$ cat config.mk
export PLATFORM = sky130hd
export DESIGN_NAME = thor2024_memsched
export DESIGN_NICKNAME = d
export VERILOG_FILES = /design/src/rtl/thor2024_memsched_pkg.sv /design/src/rtl/thor2024_memsched_sel.sv /design/src/rtl/thor2024_memsched.sv
export SDC_FILE = /design/constraint.sdc
export NUM_CORES = 2
export LEC_CHECK = 0
export ABC_AREA = 1
export BUFFER_PORTS_ARGS = -buffer_cell sky130_fd_sc_hd__buf_2
export CORE_AREA = 2 2 465 467
export CTS_BUF_LIST = sky130_fd_sc_hd__clkbuf_4
export DETAILED_ROUTE_END_ITERATION = 12
export DIE_AREA = 0 0 467 469
export HOLD_SLACK_MARGIN = 0.03
export PLACE_DENSITY = 0.3
export SYNTH_ARGS = -nofsm -noshare
export SYNTH_HDL_FRONTEND = slang
export SYNTH_SLANG_ARGS = --single-unit
$ cat constraint.sdc
create_clock -name clk -period 5.1 [get_ports clk]
set_clock_uncertainty 0.1 [all_clocks]
set_input_delay 0.255 -clock clk [delete_from_list [all_inputs] [get_ports clk]]
set_output_delay 0.255 -clock clk [all_outputs]
set_load 0.1 [all_outputs]
$ cat src/rtl/thor2024_memsched_pkg.sv
`default_nettype none
// ============================================================================
// Module   : thor2024_memsched_pkg
// Purpose  : Shared types and constants for the Thor2024 memory-issue
//            scheduler: queue index/bitmask types, address type, access size
//            and sequencer state encoding.
// Ports    : none (package)
// Revision : 1.0  initial release
// ============================================================================
package thor2024_memsched_pkg;

  localparam int QENTRIES       = 8;
  localparam int MEM_BEAT_BYTES = 16;

  typedef logic [$clog2(QENTRIES)-1:0] que_ndx_t;
  typedef logic [QENTRIES-1:0]         que_bitmask_t;
  typedef logic [31:0]                 address_t;
  typedef logic [1:0]                  mem_size_t;

  typedef enum logic [2:0] {
    MS_IDLE = 3'd0,
    MS_REQ1 = 3'd1,
    MS_RSP1 = 3'd2,
    MS_REQ2 = 3'd3,
    MS_RSP2 = 3'd4,
    MS_WB   = 3'd5
  } memsched_state_t;

endpackage
`default_nettype wire

$ cat src/rtl/thor2024_memsched_sel.sv
`default_nettype none
// ============================================================================
// Module   : thor2024_memsched_sel
// Purpose  : Combinational oldest-first picker. Rotates the request mask so
//            head0 becomes bit 0, takes the lowest set bit and maps it back
//            to a queue index (wrapping modulo QENTRIES).
// Ports    : head0 - oldest queue index
//            req   - candidate entries
//            valid - at least one candidate present
//            idx   - chosen queue index (head0 when none)
// Revision : 1.0  initial release
// ============================================================================
module thor2024_memsched_sel
  import thor2024_memsched_pkg::*;
(
  input  que_ndx_t     head0,
  input  que_bitmask_t req,
  output logic         valid,
  output que_ndx_t     idx
);

  que_bitmask_t w_rot;

  always_comb begin
    w_rot = '0;
    for (int k = 0; k < QENTRIES; k++) begin
      w_rot[k] = req[que_ndx_t'((int'(head0) + k) % QENTRIES)];
    end
    valid = |w_rot;
    idx   = head0;
    // Walk from the youngest down so the oldest hit wins last.
    for (int k = QENTRIES - 1; k >= 0; k--) begin
      if (w_rot[k]) idx = que_ndx_t'((int'(head0) + k) % QENTRIES);
    end
  end

endmodule
`default_nettype wire

$ cat src/rtl/thor2024_memsched.sv
`default_nettype none
// ============================================================================
// Module   : thor2024_memsched
// Purpose  : Memory-issue scheduler/sequencer. Picks the oldest issuable
//            load/store, grants it, drives one or two 16-byte-aligned cache
//            beats, aligns load data and posts a writeback. Entries stomped
//            while in flight drain their responses but never write back.
// Ports    : clk, rst (sync, active-low)
//            head0, iqentry_memissue, iqentry_stomp, iq_adr/load/size/sdata
//            mem_grant                     - one-cycle one-hot accept pulse
//            dc_req/we/adr/sel/dat, dc_ack, dc_rvalid, dc_rdat - cache port
//            wb_valid/wb_id/wb_data        - writeback pulse
//            busy                          - sequencer not idle
// Revision : 1.0  initial release
// ============================================================================
module thor2024_memsched
  import thor2024_memsched_pkg::*;
#(
  parameter int QENTRIES = 8,   // must equal the package value
  parameter int AWID     = 32,
  parameter int LINEB    = 16
) (
  input  logic                       clk,
  input  logic                       rst,
  input  que_ndx_t                   head0,
  input  que_bitmask_t               iqentry_memissue,
  input  que_bitmask_t               iqentry_stomp,
  input  address_t  [QENTRIES-1:0]   iq_adr,
  input  logic      [QENTRIES-1:0]   iq_load,
  input  mem_size_t [QENTRIES-1:0]   iq_size,
  input  logic      [QENTRIES-1:0][63:0] iq_sdata,
  output que_bitmask_t               mem_grant,
  output logic                       dc_req,
  output logic                       dc_we,
  output logic [AWID-1:0]            dc_adr,
  output logic [15:0]                dc_sel,
  output logic [127:0]               dc_dat,
  input  logic                       dc_ack,
  input  logic                       dc_rvalid,
  input  logic [127:0]               dc_rdat,
  output logic                       wb_valid,
  output que_ndx_t                   wb_id,
  output logic [63:0]                wb_data,
  output logic                       busy
);

  localparam logic [2:0] C_ST_IDLE = MS_IDLE;
  localparam logic [2:0] C_ST_REQ1 = MS_REQ1;
  localparam logic [2:0] C_ST_RSP1 = MS_RSP1;
  localparam logic [2:0] C_ST_REQ2 = MS_REQ2;
  localparam logic [2:0] C_ST_RSP2 = MS_RSP2;
  localparam logic [2:0] C_ST_WB   = MS_WB;

  logic [2:0]      r_state;
  que_ndx_t        r_id;
  logic [AWID-1:0] r_adr;
  mem_size_t       r_size;
  logic            r_load;
  logic            r_kill;
  logic [63:0]     r_sdata;
  logic [63:0]     r_lo;
  logic [63:0]     r_wb_data;
  que_bitmask_t    r_grant;

  logic            w_sel_valid;
  que_ndx_t        w_sel_idx;

  thor2024_memsched_sel u_sel (
    .head0 (head0),
    .req   (iqentry_memissue & ~iqentry_stomp),
    .valid (w_sel_valid),
    .idx   (w_sel_idx)
  );

  logic [3:0]      w_off;
  logic [3:0]      w_nb;
  logic [7:0]      w_mask;
  logic            w_split;
  logic [31:0]     w_sel32;
  logic [255:0]    w_dat256;
  logic [63:0]     w_bytemask;
  logic [7:0]      w_shr;
  logic [7:0]      w_shl;
  logic [63:0]     w_lo;
  logic [63:0]     w_comb;
  logic            w_kill_now;
  logic            w_beat1_done;
  logic            w_beat2_done;
  logic [AWID-1:0] w_beat1_adr;

  always_comb begin
    w_off      = r_adr[3:0];
    w_nb       = 4'd1 << r_size;
    w_mask     = 8'((9'd1 << w_nb) - 9'd1);
    w_split    = ({1'b0, w_off} + {1'b0, w_nb}) > 5'd16;
    // Upper halves of these wide shifts are exactly the beat-2 fields.
    w_sel32    = {24'd0, w_mask} << w_off;
    w_dat256   = {192'd0, r_sdata} << {w_off, 3'b000};
    w_bytemask = '0;
    for (int b = 0; b < 8; b++) begin
      w_bytemask[8*b +: 8] = {8{w_mask[b]}};
    end
    w_shr      = {1'b0, w_off, 3'b000};
    w_shl      = 8'd128 - w_shr;
    w_lo       = 64'(dc_rdat >> w_shr);
    w_comb     = r_lo | 64'(dc_rdat << w_shl);
    // A stomp landing in the same cycle as the response still kills it.
    w_kill_now = r_kill | iqentry_stomp[r_id];
    w_beat1_adr = {r_adr[AWID-1:4], 4'h0};
    w_beat1_done = ((r_state == C_ST_REQ1) && dc_ack && dc_rvalid) ||
                   ((r_state == C_ST_RSP1) && dc_rvalid);
    w_beat2_done = ((r_state == C_ST_REQ2) && dc_ack && dc_rvalid) ||
                   ((r_state == C_ST_RSP2) && dc_rvalid);
  end

  always_comb begin
    dc_req = (r_state == C_ST_REQ1) || (r_state == C_ST_REQ2);
    dc_we  = 1'b0;
    dc_adr = '0;
    dc_sel = '0;
    dc_dat = '0;
    if (r_state == C_ST_REQ1) begin
      dc_we  = ~r_load;
      dc_adr = w_beat1_adr;
      dc_sel = w_sel32[15:0];
      dc_dat = w_dat256[127:0];
    end else if (r_state == C_ST_REQ2) begin
      dc_we  = ~r_load;
      dc_adr = w_beat1_adr + AWID'(LINEB);
      dc_sel = w_sel32[31:16];
      dc_dat = w_dat256[255:128];
    end
  end

  assign mem_grant = r_grant;
  assign busy      = (r_state != C_ST_IDLE);
  assign wb_valid  = (r_state == C_ST_WB);
  assign wb_id     = wb_valid ? r_id : '0;
  assign wb_data   = wb_valid ? r_wb_data : '0;

  always_ff @(posedge clk) begin
    if (!rst) begin
      r_state   <= C_ST_IDLE;
      r_id      <= '0;
      r_adr     <= '0;
      r_size    <= '0;
      r_load    <= 1'b0;
      r_kill    <= 1'b0;
      r_sdata   <= '0;
      r_lo      <= '0;
      r_wb_data <= '0;
      r_grant   <= '0;
    end else begin
      r_grant <= '0;
      if (r_state == C_ST_IDLE)       r_kill <= 1'b0;
      else if (iqentry_stomp[r_id])   r_kill <= 1'b1;

      if (w_beat1_done) begin
        r_lo      <= w_lo;
        r_wb_data <= r_load ? (w_lo & w_bytemask) : '0;
        if (w_kill_now)   r_state <= C_ST_IDLE;
        else if (w_split) r_state <= C_ST_REQ2;
        else              r_state <= C_ST_WB;
      end else if (w_beat2_done) begin
        r_wb_data <= r_load ? (w_comb & w_bytemask) : '0;
        r_state   <= w_kill_now ? C_ST_IDLE : C_ST_WB;
      end else begin
        case (r_state)
          C_ST_IDLE: if (w_sel_valid) begin
            r_id    <= w_sel_idx;
            r_adr   <= AWID'(iq_adr[w_sel_idx]);
            r_size  <= iq_size[w_sel_idx];
            r_load  <= iq_load[w_sel_idx];
            r_sdata <= iq_sdata[w_sel_idx];
            r_grant <= que_bitmask_t'(1) << w_sel_idx;
            r_state <= C_ST_REQ1;
          end
          C_ST_REQ1: if (dc_ack) r_state <= C_ST_RSP1;
          C_ST_RSP1: ;
          C_ST_REQ2: if (dc_ack) r_state <= C_ST_RSP2;
          C_ST_RSP2: ;
          C_ST_WB:   r_state <= C_ST_IDLE;
          default:   r_state <= C_ST_IDLE;
        endcase
      end
    end
  end

endmodule
`default_nettype wire

[Yosys cells after proc, flatten, opt, wreduce, memory -nomap -nowiden]
Index checks and enable logic that the tools add are counted.
Word-level totals
  register bits after elaboration: 242
  bits in latches: 0
  output and inout bits: 255
  memory bits (read-only): 0
  bits in writable memories: 0
  memories: 0
  logic and storage cells: 135
  input bits: 943
Operators by class
  div/mod/pow operators: 0
  multiply operators: 0
  eq/ne operators: 9
  shift operators: 7
  reductions and logical operators: 18
  bitwise operators: 12
  multiplexer cells: 57
  add/sub/neg operators: 11
  order comparisons: 11
Operator list (count)
  $mux 64: 6
  $mux 128: 2
  $shl 64x7->256: 1
  $bmux 64 s3: 1
  $and 64x64->64: 2
  $shl 128x8->64: 1
  $shr 128x7->64: 1
  $bmux 32 s3: 1
  $mux 32: 3
  $or 64x64->64: 1
  $mux 3: 17
  $lt 3x4->1 const B: 10
  $add 32x5->32 const B: 1
  $mux 16: 2
  $shl 8x4->32: 1
  $bmux 1 s3: 10
  $add 3x3->3 const B: 4
  $mux 1: 12
  $pmux 3 s4: 1
  $and 8x8->8: 1
  $ne 4x4->1 const B: 2
  $not 8->8: 1
  $reduce_and 4->1: 2
  $reduce_or 8->1: 1
  25 further kinds: 41

[Depth between registers and ports, before layout]
  word-level depth: 14
  mapped depth: 25
  depth with buffers taken out: 21

[Cells and area by module]
From an unflattened synthesis, not the netlist that was laid out.
Second synthesis, totals
  cell total of the unflattened synthesis: 5216
  area total of the unflattened synthesis: 26822.0 um^2
By module, submodules not included
  thor2024_memsched: sequential area each 4844.6 um^2, cells an instance 5090, area an instance 26110.0 um^2, instances 1
  thor2024_memsched_sel: sequential area each 0.0 um^2, cells an instance 126, area an instance 711.9 um^2, instances 1

[Least setup slack after synthesis]
Ideal clock, no wire load.
  kind: register to output
  start point: register r_state[1]
  end point: output wb_data[33]
  arrival: 4.688 ns
  cell stages (with the launch flop): 7
  slack: 0.057 ns
  required time: 4.745 ns
  path buffers: 3
  cells stage by stage: dfxtp_1 clkbuf_1 nor3_1 inv_1 clkbuf_1 buf_1 nor2_1
Between the ends
  cells in the longest elaborated chain, start to end: 2
Ends and longest elaborated chain
  start, declared: RTL line thor2024_memsched.sv:54  | logic [2:0] r_state;
  start signal, assigned: RTL line thor2024_memsched.sv:166  | r_state <= w_kill_now ? C_ST_IDLE : C_ST_WB;
  $eq 3x3->1: RTL line thor2024_memsched.sv:137  | assign wb_valid = (r_state == C_ST_WB);
  named net wb_valid: RTL line thor2024_memsched.sv:41  | output logic wb_valid,
  $mux 64: RTL line thor2024_memsched.sv:139  | assign wb_data = wb_valid ? r_wb_data : '0;
  end, declared: RTL line thor2024_memsched.sv:43  | output logic [63:0] wb_data,
The timed path passes the listed nets, and every way through them passes these cells.

[Worst setup path in the final report]
  start point: input head0[2]
  end point: register r_adr[30]
Between the ends
  cells in the longest elaborated chain, start to end: 13
  elaborated cells on any way between the ends: 35
  those cells by class: add/sub: 7; mux: 26; reduce/logical: 2
Ends and longest elaborated chain
  start, declared: RTL line thor2024_memsched.sv:25  | input que_ndx_t head0,
  $add 3x3->3: RTL line thor2024_memsched_sel.sv:27, thor2024_memsched_sel.sv:33
  $bmux 1 s3: RTL line thor2024_memsched_sel.sv:27  | w_rot[k] = req[que_ndx_t'((int'(head0) + k) % QENTRIES)];
  $mux 1 (implied by the code): RTL line thor2024_memsched_sel.sv:27
  $mux 3 (8 in series): RTL line thor2024_memsched_sel.sv:33  | if (w_rot[k]) idx = que_ndx_t'((int'(head0) + k) % QENTRIES);
  $bmux 32 s3: RTL line thor2024_memsched.sv:171  | r_adr <= AWID'(iq_adr[w_sel_idx]);
  $mux 32 (implied by the code): RTL line thor2024_memsched.sv:171
  end signal, assigned: RTL line thor2024_memsched.sv:171
  end, declared: RTL line thor2024_memsched.sv:56  | logic [AWID-1:0] r_adr;
Parallel ways exist; a longest one is shown, timed or not. The select of a mux whose other input is x is not followed.
A chain may end at the register's enable or synchronous reset.

==> results.toml <==
[yosys]
yosysWarnings = 0
synth_area_per_cell_um2 = 5.22
ys.flop_type = "dfxtp_1"
yosysTopAreaCell = "nand2_1"
synth_common_cells = "nand2_1, nand3_1, o21ai_0"
yosysMostFrequentCell = "nand2_1"
netlist_area_mm2 = 0.0278
synth_top_area_share_pct = 29.4
synth_edf_count = 0
ys_top_cells_by_area = "nand2_1, dfxtp_1, nand3_1"
ys_ff_latch = 242
ys_seq_area_share_pct = 17.4
synth_cell_type_count = 58
async_flop_share_pct = 0
syn-instance-count = 5328

[clock_network]
cts-buffers-inserted = 87
tritoncts = "yes"
clkSinkCount = 242
cts_root_buffer = "clkbuf_4"
clk_latency_ps = 1020
path_clk_slew_ps = 60
h-tree-depth = 3
max-clock-path-buffers = 3

[die]
die_y_um = 469
num_rows = 170
design.core.area_mm2 = 0.214
die_x_um = 467
die-area_mm2 = 0.219
ioPinCount = 1198
start_util_pct = 13.0

[power]
peakVddDrop_mv = 0.320
p_leak_nw = 21.7
power_density_mw_per_mm2 = 609

[run_status]
status = "finished clean"

[sta]
fin_setup_tns_ps = 0
fin_crit_sh_pct = 98.4
slew_violations = 0
finalHoldViolCount = 0
slew_headroom_pct = 29.8
tightest_slew_ps = 1050
rsz0062_at_grt = "no"
setup-violations-final = 0
period_minus_slack_ps = 5020
fmax_ghz = 0.199

[setup_path]
r2r_cells = 12
critPathArrivalTime_ps = 5870
reg2reg_from = "r_adr[0]$_SDFFE_PN0P_"
crit_type = "input pin to register"
cp_max_fo = 78
required_ps = 5950
cp-end-kind = "register"
r2r-end = "r_wb_data[51]$_SDFFE_PN0P_"
reg2reg_slack_ps = 310
cp-start-kind = "input pin"

[routing]
drtIter0Drc = 3801
drcViolationCount = 0
wl_per_cell_um = 28.0
antenna_left = 0
dr.pass1.iters = 8
avgViaCountPerCell = 4.56
vias = 45445
postRouteWirelength_um = 279000

[global_route]
track_usage_pct = 24.2
overflow = 0
grt_first_pass_wirelength_um = 369000
grt_start_max_net_pins = 136
grt_pass1_vias = 44527
antenna_found_initial = 164

[final_layout]
final-seq-area_mm2 = 0.00486
drive_above_1_share_pct = 21.8
finalNetCount = 7968
post-route-util_pct = 21.9
area_growth_pct = 68.5
multi_input_area_mm2 = 0.0200
num-fill-cells = 25139

[job]
maxCapViolCount = 0

[hold_path]
worstHoldPathType = "input pin to register"
hp-start = "iq_sdata[453]"
worst_hold_path.endpoint = "r_sdata[5]$_SDFFE_PN0P_"
worstHoldPathCells = 7

[place]
io_buffers = 1193
dp_hpwl_um = 228000
place_congestion = 0.938
==> worst max path at each step <==
stage | start | to | slack [ps] | depth (start not counted)
5_1_grt | iqentry_stomp[5] | r_adr[23]$_SDFFE_PN0P_ | 20 | 26
2_1_floorplan | r_state[1]$_SDFFE_PN0P_ | wb_data[33] | 60 | 6
3_3_place_gp | head0[1] | r_sdata[6]$_SDFFE_PN0P_ | 280 | 24
6_report | head0[2] | r_adr[30]$_SDFFE_PN0P_ | 80 | 25
4_1_cts | head0[1] | r_adr[30]$_SDFFE_PN0P_ | 30 | 28
3_5_place_dp | head0[1] | r_sdata[6]$_SDFFE_PN0P_ | 290 | 24
==> what timing repair did <==
item	CTS	global route
pin swaps	0	2
endpoints found under the hold margin	242	0
buffers inserted	0	3
hold buffers	697	0
cloned	0	2
endpoints found under the setup margin	74	68
resized for setup	1	10
==> per-layer routing <==
layer | share of wire, % | global-route usage (%) | up-vias
met1 | 40 | 28.5 | 21804
met3 | 5.3 | 3.32 | 525
met2 | 50 | 43.3 | 1899
met4 | 4.9 | 11.0 | 36
met5 | 0.082 | 0 | -
li1 | - | - | 21181
==> worst max-delay path: stages <==
cell and delay (ps):
dlygate4sd3_1 520, buf_2 230, xor2_2 210, nand3_1 170, nand2_2 150, inv_2 60
nand2_1 60, nand2_1 60, nand2_1 50, nand2_1 40, nand2_1 60, nand2_1 130
nand3_4 180, buf_12 310, buf_16 330, nand3_1 230, nand2_1 120, dlygate4sd3_1 550
nand2_1 50, nand3_1 60, dlygate4sd3_1 550, nand2_1 60, dlygate4sd3_1 560, a21oi_1 120
dlygate4sd3_1 550
==> stage by stage <==
step           std cells  total power [W]  instance area [µm²]  setup WS, ps  hold WS [ps]
2_1_floorplan       5331           0.0148                27800          56.6           342
3_3_place_gp        9062           0.0238                38600           279           354
3_5_place_dp        9062           0.0238                38600           288           356
4_1_cts             9902           0.0287                46700          27.5          30.0
5_1_grt             9942           0.0303                46900          15.4           116
6_report            9966           0.0286                46900          79.3           150
==> power by group <==
group	total, W	switching [W]	internal (W)
Combinational	0.0228	0.0152	0.00754
Sequential	0.00347	0.000998	0.00247
Clock	0.00234	0.00123	0.00111
==> logic make-up after synthesis <==
| logic type | after synthesis | synth area share, % |
|---|---|---|
| other | 1 | 0.0135 |
| XOR/XNOR | 15 | 0.499 |
| AO/OA/AOI/OAI | 1112 | 22.8 |
| buffers and inverters | 725 | 11.3 |
| adder cells (fa/ha/maj) | 10 | 0.476 |
| AND/OR/NAND/NOR | 3207 | 46.9 |
| multiplexers | 16 | 0.575 |
| flip-flops | 242 | 17.4 |
==> cells in the final DEF, fill, tap and decap left out, drive strengths merged, types with 7 or more instances in the layout <==
cell type / n
dfxtp: 242
a21oi: 234
ha: 9
o211ai: 25
clkinv: 18
o31ai: 17
o311ai: 10
diode: 59
a221oi: 15
o221ai: 12
nand2: 2189
a22o: 14
o32ai: 17
a31oi: 25
nand3: 703
xor2: 12
nor3: 15
mux2i: 16
nand4: 7
o22ai: 191
a22oi: 16
clkbuf: 124
inv: 270
a21boi: 16
nor2: 282
buf: 1351
o21ai: 504
dlygate4sd3: 697
==> flip-flops by register name, summed over array words and instances (netlist names) <==
register	count
r_sdata	64
r_id	3
r_size	2
mem_grant	8
r_wb_data	64
r_adr	32
r_lo	64
r_state	3
r_kill	1
r_load	1
==> cell type report <==
type	instances	share of cell area, %
Clock buffer	123	1.97
Inverter	269	2.20
Clock inverter	20	0.237
Tap cell	2838	7.57
Sequential cell	242	10.4
Antenna cell	59	0.315
Multi-Input combinational cell	4366	42.7
Timing Repair Buffer	2049	34.7
Note: power is estimated with default switching activity, not from simulation.
